[src/rtl/datapath_pkg.sv]
// Shared datapath types for the scalar writeback path: result words, register
// selects, writeback bundles and the per-source FIFO entry format.
package datapath_pkg;

   localparam int WORD_W       = 32;
   localparam int WB_ARB_DEPTH = 2;
   localparam int WB_NUM_SRC   = 3;

   typedef logic [4:0] regbits_t;

   typedef enum logic [1:0] {
      WB_ALU  = 2'd0,
      WB_LOAD = 2'd1,
      WB_JUMP = 2'd2
   } wb_arb_src_e;

   typedef struct packed {
      logic              spec;
      regbits_t          rd;
      logic [WORD_W-1:0] wdat;
   } wb_entry_t;

   typedef struct packed {
      logic              reg_en;
      regbits_t          reg_sel;
      logic [WORD_W-1:0] wdat;
   } wb_t;

   // Source k positions after s in ALU -> LOAD -> JUMP -> ALU order.
   function automatic wb_arb_src_e wb_rr_next(input wb_arb_src_e s, input int k);
      int v;
      v = (int'(s) + k) % WB_NUM_SRC;
      return wb_arb_src_e'(v[1:0]);
   endfunction

endpackage

[src/rtl/wb_src_fifo.sv]
// Per-source writeback FIFO. Speculative entries always sit as a contiguous
// tail suffix, so a mispredict flush only has to pull the tail back.
module wb_src_fifo
   import datapath_pkg::*;
#(
   parameter int DEPTH = WB_ARB_DEPTH
) (
   input  logic                       clk,
   input  logic                       rst,
   input  logic                       push,
   input  wb_entry_t                  push_ent,
   input  logic                       pop,
   input  logic                       resolve,
   input  logic                       miss_flush,
   output wb_entry_t                  head,
   output logic [$clog2(DEPTH):0]     count,
   output logic                       full,
   output logic [$clog2(DEPTH):0]     n_spec
);

   localparam int PW = $clog2(DEPTH);
   localparam int CW = PW + 1;

   wb_entry_t         mem [DEPTH];
   logic [PW-1:0]     hd_ptr, tl_ptr, wr_ptr;
   logic              accept, do_pop;
   wb_entry_t         wr_ent;

   assign head = mem[hd_ptr];
   assign full = (count == CW'(DEPTH));

   always_comb begin
      n_spec = '0;
      for (int i = 0; i < DEPTH; i++) begin
         if (CW'(i) < count && mem[hd_ptr + PW'(i)].spec)
            n_spec = n_spec + CW'(1);
      end
   end

   // Fullness is judged on registered state; a same-cycle pop never makes room.
   assign accept = push && !full && !(miss_flush && push_ent.spec);
   assign do_pop = pop && (count != '0);

   // A flush discards the speculative suffix, so a surviving push lands
   // right after the last non-speculative entry.
   assign wr_ptr = miss_flush ? (tl_ptr - n_spec[PW-1:0]) : tl_ptr;

   always_comb begin
      wr_ent      = push_ent;
      wr_ent.spec = push_ent.spec & ~resolve;
   end

   always_ff @(posedge clk) begin
      if (rst) begin
         hd_ptr <= '0;
         tl_ptr <= '0;
         count  <= '0;
      end else begin
         if (resolve) begin
            for (int i = 0; i < DEPTH; i++)
               mem[i].spec <= 1'b0;
         end
         if (accept)
            mem[wr_ptr] <= wr_ent;
         if (do_pop)
            hd_ptr <= hd_ptr + PW'(1);
         tl_ptr <= wr_ptr + PW'(accept);
         count  <= count - (miss_flush ? n_spec : CW'(0)) - CW'(do_pop) + CW'(accept);
      end
   end

endmodule

[src/rtl/scalar_wb_arbiter.sv]
// Round-robin arbiter sharing the scalar register-file write port between the
// ALU, load/store and jump-link completion FIFOs.
module scalar_wb_arbiter
   import datapath_pkg::*;
#(
   parameter int DEPTH = WB_ARB_DEPTH
) (
   input  logic              CLK,
   input  logic              nRST,
   input  logic              alu_done,
   input  logic              load_done,
   input  logic              jump_done,
   input  logic [WORD_W-1:0] alu_wdat,
   input  logic [WORD_W-1:0] load_wdat,
   input  logic [WORD_W-1:0] jump_wdat,
   input  regbits_t          alu_reg_sel,
   input  regbits_t          load_reg_sel,
   input  regbits_t          jump_reg_sel,
   input  logic              spec,
   input  logic              bfu_resolved,
   input  logic              bfu_miss,
   output logic              alu_rdy,
   output logic              load_rdy,
   output logic              jump_rdy,
   output wb_t               wb,
   output logic              s_rw_en,
   output regbits_t          s_rw,
   output logic              overflow
);

   localparam int CW = $clog2(DEPTH) + 1;

   logic [WB_NUM_SRC-1:0]          push_v, pop_v, full_v, elig;
   wb_entry_t [WB_NUM_SRC-1:0]     push_ent, heads;
   logic [WB_NUM_SRC-1:0][CW-1:0]  cnt, nspec;
   logic                           resolve, gnt_vld, wr;
   wb_arb_src_e                    last_grant, gnt_src, cand;
   wb_entry_t                      gh;

   // Miss wins if both branch outcomes are ever seen together.
   assign resolve = bfu_resolved & ~bfu_miss;

   assign push_v           = {jump_done, load_done, alu_done};
   assign push_ent[WB_ALU]  = '{spec: spec, rd: alu_reg_sel,  wdat: alu_wdat};
   assign push_ent[WB_LOAD] = '{spec: spec, rd: load_reg_sel, wdat: load_wdat};
   assign push_ent[WB_JUMP] = '{spec: spec, rd: jump_reg_sel, wdat: jump_wdat};

   for (genvar g = 0; g < WB_NUM_SRC; g++) begin : g_src
      wb_src_fifo #(.DEPTH(DEPTH)) u_fifo (
         .clk        (CLK),
         .rst        (nRST),
         .push       (push_v[g]),
         .push_ent   (push_ent[g]),
         .pop        (pop_v[g]),
         .resolve    (resolve),
         .miss_flush (bfu_miss),
         .head       (heads[g]),
         .count      (cnt[g]),
         .full       (full_v[g]),
         .n_spec     (nspec[g])
      );
      // count > n_spec means a non-speculative entry exists, and with the
      // suffix invariant that entry is the head.
      assign elig[g] = (cnt[g] > nspec[g]) && !heads[g].spec;
   end

   assign {jump_rdy, load_rdy, alu_rdy} = ~full_v;

   always_comb begin
      gnt_vld = 1'b0;
      gnt_src = last_grant;
      cand    = last_grant;
      for (int k = 1; k <= WB_NUM_SRC; k++) begin
         cand = wb_rr_next(last_grant, k);
         if (!gnt_vld && elig[cand]) begin
            gnt_vld = 1'b1;
            gnt_src = cand;
         end
      end
   end

   assign pop_v = gnt_vld ? (WB_NUM_SRC'(1) << gnt_src) : '0;
   assign gh    = heads[gnt_src];

   // x0 entries drain like any other but never reach the register file.
   assign wr         = gnt_vld && (gh.rd != '0);
   assign wb.reg_en  = wr;
   assign wb.reg_sel = wr ? gh.rd : '0;
   assign wb.wdat    = wr ? gh.wdat : '0;
   assign s_rw_en    = wb.reg_en;
   assign s_rw       = wb.reg_sel;

   always_ff @(posedge CLK) begin
      if (nRST) begin
         last_grant <= WB_JUMP;
         overflow   <= 1'b0;
      end else begin
         if (gnt_vld)
            last_grant <= gnt_src;
         if (|(push_v & full_v))
            overflow <= 1'b1;
      end
   end

endmodule

[config.mk]
export PLATFORM = sky130hd
export DESIGN_NAME = scalar_wb_arbiter
export DESIGN_NICKNAME = d
export VERILOG_FILES = /design/src/rtl/datapath_pkg.sv /design/src/rtl/wb_src_fifo.sv /design/src/rtl/scalar_wb_arbiter.sv
export SDC_FILE = /design/constraint.sdc
export NUM_CORES = 1
export LEC_CHECK = 0
export ABC_AREA = 1
export BUFFER_PORTS_ARGS = -buffer_cell sky130_fd_sc_hd__buf_2
export CORE_MARGIN = 4
export CORE_UTILIZATION = 58
export CTS_CLUSTER_DIAMETER = 40
export DETAILED_ROUTE_END_ITERATION = 10
export HOLD_SLACK_MARGIN = 0.12
export PLACE_DENSITY_LB_ADDON = 0.05
export SLEW_MARGIN = 20
export SYNTH_ARGS = -nofsm -noshare
export SYNTH_HDL_FRONTEND = slang
export SYNTH_SLANG_ARGS = --single-unit
[constraint.sdc]
create_clock -name CLK -period 10.75 [get_ports CLK]
set_input_delay 2.15 -clock CLK [delete_from_list [all_inputs] [get_ports CLK]]
set_output_delay 2.15 -clock CLK [all_outputs]
set_load 0.005 [all_outputs]
==> flow_metrics.env, run 1 <==
export IMPL_grt_pass1_vias=7182
export IMPL_synth_common_cells="edfxtp_1, nand2_1, nor2_1"
export IMPL_proportion_of_register_bits_with_asynchronous_set_or_reset_after_synthesis_pct=0
export IMPL_grt_antenna_before_repair=2
export IMPL_drc=0
export IMPL_tightestPinTransition_ns=1.05
export IMPL_timing_hold_violations_final=0
export IMPL_skew_ns=0.0173
export IMPL_dpl_cells=1263
export IMPL_dr_first_iter_drc_count=437
export IMPL_gp_congestion=0.848
export IMPL_max_capacitance_violation_total=0
export IMPL_yosysSeqAreaShare_pct=66.1
export IMPL_post_cts_resized_instances=0
export IMPL_crit_type="flop to output port"
export IMPL_htree_levels=2
export IMPL_max_slew_margin_rel_pct=29.9
export IMPL_synth_cell_types=37
export IMPL_design_core_area_mm2=0.0182
export IMPL_cts_post_setup_buffers_inserted=0
export IMPL_clk_latency_ns=0.50
export IMPL_met3_track_demand_over_resource_in_global_routing_pct=4.61
export IMPL_synth_area_leader_cell="edfxtp_1"
export IMPL_postRouteAntennaNets=0
export IMPL_floorplan_initialDensity_pct=59.9
export IMPL_drive_above_1_share_pct=26.6
export IMPL_design_die_area_mm2=0.0211
export IMPL_hold_path_class="flop to flop"
export IMPL_area_growth_pct=19.1
export IMPL_hpwl_reported_at_the_end_of_detailed_placement_um=15100
export IMPL_start_kind="flop"
export IMPL_numPortBuffers=166
export IMPL_setup_reg_to_reg_worst_slack_ns=5.12
export IMPL_cpMostUsedCell="nand2_1"
export IMPL_yosys_most_used_dff="edfxtp_1"
export IMPL_cts_max_path_buffers=3
export IMPL_worst_r2r_endpoint="g_src[1].u_fifo.count[1]"
export IMPL_cts_sinks=246
export IMPL_crit_fanout=102
export IMPL_drt_pass1_iterations=5
export IMPL_min_from="overflow"
export IMPL_post_synth_main_area_contributors="edfxtp_1, nand2_1, mux2i_1, dfxtp_1, nor2_1"
export IMPL_die_width_um=145
export IMPL_detail_route_wl_per_cell_um=18.1
export IMPL_layout_worst_path_cycle_share_pct=74.1
export IMPL_route_vias_total=7422
export IMPL_critPathSlowestCell="dfxtp_2"
export IMPL_globalRoute_busiestLayer="met2"
export IMPL_cts_hold_buf=0
export IMPL_postSynthAreaPerCell_um2=12.0
export IMPL_overflow_after_grt=0
export IMPL_status="finished clean"
export IMPL_report_final_setup_viol=0
export IMPL_timing_hold_worst_path_depth=2
export IMPL_synth_warnings=0
export IMPL_tritoncts="yes"
export IMPL_synth_most_common_cell="edfxtp_1"
export IMPL_tmin_final_ns=7.96
export IMPL_cp_data_arrival_time_ns=5.81
export IMPL_post_synth_instance_area_mm2=0.0109
export IMPL_min_to="overflow"
export IMPL_synth_largest_type_area_fraction_pct=62.8
export IMPL_critical_path_max_stage_delay_ns=0.91
export IMPL_required_ns=8.60
export IMPL_clock_tree_root_cell="clkbuf_16"
export IMPL_timing_max_transition_violations_final=0
export IMPL_grt_pass1_wl_um=37000
export IMPL_number_of_buffers_created_by_cts=35
export IMPL_finalSetupTns_ns=0
export IMPL_synth_ff_latch_count=246
export IMPL_grt_start_max_net_pins=103
export IMPL_fp_dieH_um=145
export IMPL_final_instance_count_excl_fill=1326
export IMPL_finish_utilization_pct=71.3
export IMPL_clk_pin_slew_ns=0.04
export IMPL_achievable_frequency_mhz=126
export IMPL_crit_path_end_kind="output port"
export IMPL_globalRouteMet1Util_pct=28.8
export IMPL_global_route_usage_met2_pct=38.0
export IMPL_design_final_nets=1207
export IMPL_detail_route_vias_per_cell=5.60
export IMPL_overall_routing_resource_usage_pct=22.2
export IMPL_row_count=49
export IMPL_reg2reg_depth=23
export IMPL_detail_route_wirelength_um=23900
export IMPL_synth_cells=909
export IMPL_synth_edff_count=228
export IMPL_mappedNetlistNets=1045
export IMPL_io_pins=167
export IMPL_grt_setup_unrepaired="no"
## through the flow
step	setup WS (ns)	cell area (µm²)	hold slack (ns)
after floorplan	4.61	10900	0.447
after global placement	3.31	11800	0.435
after detailed placement	3.16	11800	0.446
after CTS	2.63	13000	0.474
after global routing	2.21	13000	0.505
final	2.79	13000	0.461
## metal layers
layer	vias to the layer above	wire length (µm)
met4	2	546
met3	55	1850
met5	-	13
met1	3529	9730
li1	3536	-
met2	300	11800
## cell type report
class	instances	area, µm²
inverters	91	342
flip-flops and latches	246	7210
diodes	1	2.50
repair buffers	174	891
clock inverters	20	243
fillers	1271	5220
well taps	229	287
clock buffers	42	902
multi-input cells	523	3110
## cell families after synthesis
logic type,synth area share [%]
xor gates and xnor gates,0.803
and+or+nand+nor,13.5
AOI/OAI and AO/OA,7.76
muxes,3.96
buffers and inverters,5.74
adders and majority gates,2.16
DFF,66.1
## worst max-delay path: cells and delay by family, from the launching register on
family / cells / cell delay (ns)
DFF: 1 / 0.91
buffers and inverters: 3 / 0.74
and+or+nand+nor: 20 / 3.18
adders and majority gates: 2 / 0.45
## cells in the final DEF, fill, tap and decap left out, drive strengths merged
master,instances
clkbuf,42
nand3b,1
clkinv,9
nor2,129
a21oi,15
o211ai,34
diode,1
clkinvlp,4
buf,174
a221oi,1
nand4,4
bufinv,5
o21ai,43
ha,14
mux2,1
dfxtp,18
mux2i,42
or2,1
o311ai,32
xor2,4
xnor2,6
nand3,45
o21bai,1
edfxtp,228
nor3,6
inv,93
fa,3
nand2,141
## registers in the layout, indices dropped and copies added (netlist names), named ones only
signal and cells:
g_src.u_fifo.count 6, g_src.u_fifo.hd_ptr 3, g_src.u_fifo.mem 228, g_src.u_fifo.tl_ptr 3, last_grant 2, overflow 1
## worst max path at each step
| stage | from | to | cells past startpoint | slack (ns) |
|---|---|---|---|---|
| 5_1_grt | flop | s_rw[2] | 25 | 2.21 |
| 4_1_cts | flop | s_rw[2] | 23 | 2.63 |
| 2_1_floorplan | bfu_miss | g_src[2].u_fifo.mem[0][37] | 8 | 4.61 |
| 6_report | flop | s_rw[2] | 25 | 2.79 |
| 3_5_place_dp | flop | s_rw[2] | 23 | 3.16 |
| 3_3_place_gp | flop | s_rw[2] | 25 | 3.31 |
Power of run 1 is left out: the tool's default activity adds up to more than one toggle a clock period on the data nets, which glitch-free logic cannot reach.
==> run 2, diff against run 1 <==
CORE_UTILIZATION = 57   (was 58)
clock period = 8.24 ns   (was 10.75 ns; I/O delays follow)
==> flow_metrics.env, run 2 (synthesized netlist as in run 1, its figures left out) <==
export IMPL_clk_pin_slew_ns=0.04
export IMPL_number_of_buffers_created_by_cts=34
export IMPL_postPlaceCellArea_mm2=0.0119
export IMPL_floorplan_initialDensity_pct=58.1
export IMPL_crit_fanout=39
export IMPL_largest_register_ffs=228
export IMPL_reg_top3="g_src.u_fifo.mem: 228 flops, g_src.u_fifo.count: 6 flops"
export IMPL_hold_path_class="flop to flop"
export IMPL_htree_levels=2
export IMPL_critical_path_cell_by_cell="inv_2, nand2_1, nand2_1, a21oi_1, ha_1, inv_1, ha_1, nand2_1, nand2_1, nand3_2, o21ai_1, nand2_1, nand2_4, inv_2, nand2_1, nand3_2, nand2_2, nand3_1, nand2_1, nor2_2, nand3_2, nand2_4, nor2_1, buf_2"
export IMPL_die_width_um=146
export IMPL_dr_first_iter_drc_count=569
export IMPL_detail_route_wl_per_cell_um=18.9
export IMPL_grt_antenna_before_repair=3
export IMPL_fp_dieH_um=146
export IMPL_layout_worst_path_cycle_share_pct=80.5
export IMPL_io_pins=167
export IMPL_drive_above_1_share_pct=27.0
export IMPL_status="finished clean"
export IMPL_finalInstanceArea_mm2=0.0129
export IMPL_tritoncts="yes"
export IMPL_most_flop_heavy_register="g_src.u_fifo.mem"
export IMPL_tmin_final_ns=6.64
export IMPL_timing_max_transition_violations_final=0
export IMPL_setup_reg_to_reg_worst_slack_ns=3.48
export IMPL_finalSetupTns_ns=0
export IMPL_grt_start_max_net_pins=69
export IMPL_gp_congestion=0.900
export IMPL_grt_pass1_vias=7455
export IMPL_layout_commonest_cell="edfxtp_1"
export IMPL_cts_max_path_buffers=3
export IMPL_max_slew_margin_rel_pct=39.1
export IMPL_design_final_nets=1211
export IMPL_top_library_cells_by_usage_in_the_layout_fill_and_taps_aside="edfxtp_1, buf_2, nand2_1"
export IMPL_postRouteAntennaNets=0
export IMPL_numPortBuffers=166
export IMPL_report_final_setup_viol=0
export IMPL_skew_ns=0.0289
export IMPL_detail_route_vias_per_cell=5.58
export IMPL_required_ns=6.59
export IMPL_design_die_area_mm2=0.0214
export IMPL_crit_path_end_kind="output port"
export IMPL_tightestPinTransition_ns=0.911
export IMPL_design_core_area_mm2=0.0188
export IMPL_achievable_frequency_mhz=151
export IMPL_area_growth_pct=18.6
export IMPL_post_cts_resized_instances=0
export IMPL_critPathSlowestCell="nand2_2"
export IMPL_overall_routing_resource_usage_pct=23.5
export IMPL_detail_route_wirelength_um=25200
export IMPL_cpMostUsedCell="nand2_1"
export IMPL_cts_post_setup_buffers_inserted=0
export IMPL_drt_pass1_iterations=5
export IMPL_crit_type="flop to output port"
export IMPL_critical_path_max_stage_delay_ns=0.68
export IMPL_cts_hold_buf=0
export IMPL_cts_sinks=246
export IMPL_cp_data_arrival_time_ns=4.99
export IMPL_grt_setup_unrepaired="no"
export IMPL_max_capacitance_violation_total=0
export IMPL_hpwl_reported_at_the_end_of_detailed_placement_um=15900
export IMPL_clk_latency_ns=0.50
export IMPL_row_count=50
export IMPL_overflow_after_grt=0
export IMPL_timing_hold_violations_final=0
export IMPL_drc=0
export IMPL_clock_tree_root_cell="clkbuf_16"
export IMPL_route_vias_total=7444
export IMPL_grt_pass1_wl_um=39100
export IMPL_start_kind="flop"
## run 2: path summary, 6_finish.rpt
path	from	to	depth (start not counted)
hold / removal	overflow	overflow	2
setup reg to reg	flop	g_src[1].u_fifo.count[1]	22
hold reg to reg	overflow	overflow	2
setup / recovery	flop	s_rw[2]	24
## run 2: metrics by stage
step / setup slack (ns) / cells / util [%] / hold slack, ns
CTS: 1.57 / 1333 / 68.9 / 0.446
finish: 1.60 / 1334 / 68.9 / 0.444
global placement: 2.21 / 1273 / 63.3 / 0.434
global route: 1.10 / 1334 / 68.9 / 0.462
detailed placement: 2.10 / 1273 / 63.3 / 0.439
floorplan: 2.60 / 909 / - / 0.447
## run 2: critical path, delay by kind of cell (launching register included)
family                     cells  cell delay, ns
AOI/OAI and AO/OA              2            0.29
and+or+nand+nor               16            2.76
DFF                            1            0.61
buffers and inverters          4            0.36
adders and majority gates      2            0.46
## run 2: layout make-up
| class | instances | area [µm²] |
|---|---|---|
| Timing Repair Buffer | 179 | 928 |
| Fill cell | 1392 | 5840 |
| Antenna cell | 1 | 2.50 |
| Tap cell | 234 | 293 |
| Clock inverter | 20 | 153 |
| Clock buffer | 40 | 895 |
| Sequential cell | 246 | 7210 |
| Multi-Input combinational cell | 523 | 3110 |
| Inverter | 91 | 342 |
## run 2: routing by layer
layer | vias up | global-route usage (%) | wire length [µm]
li1 | 3540 | - | -
met1 | 3552 | 30.9 | 10500
met2 | 292 | 39.9 | 12300
met3 | 56 | 4.59 | 1780
met4 | 4 | 7.24 | 694
met5 | - | 0 | 22
Power of run 2 is left out for the same reason.
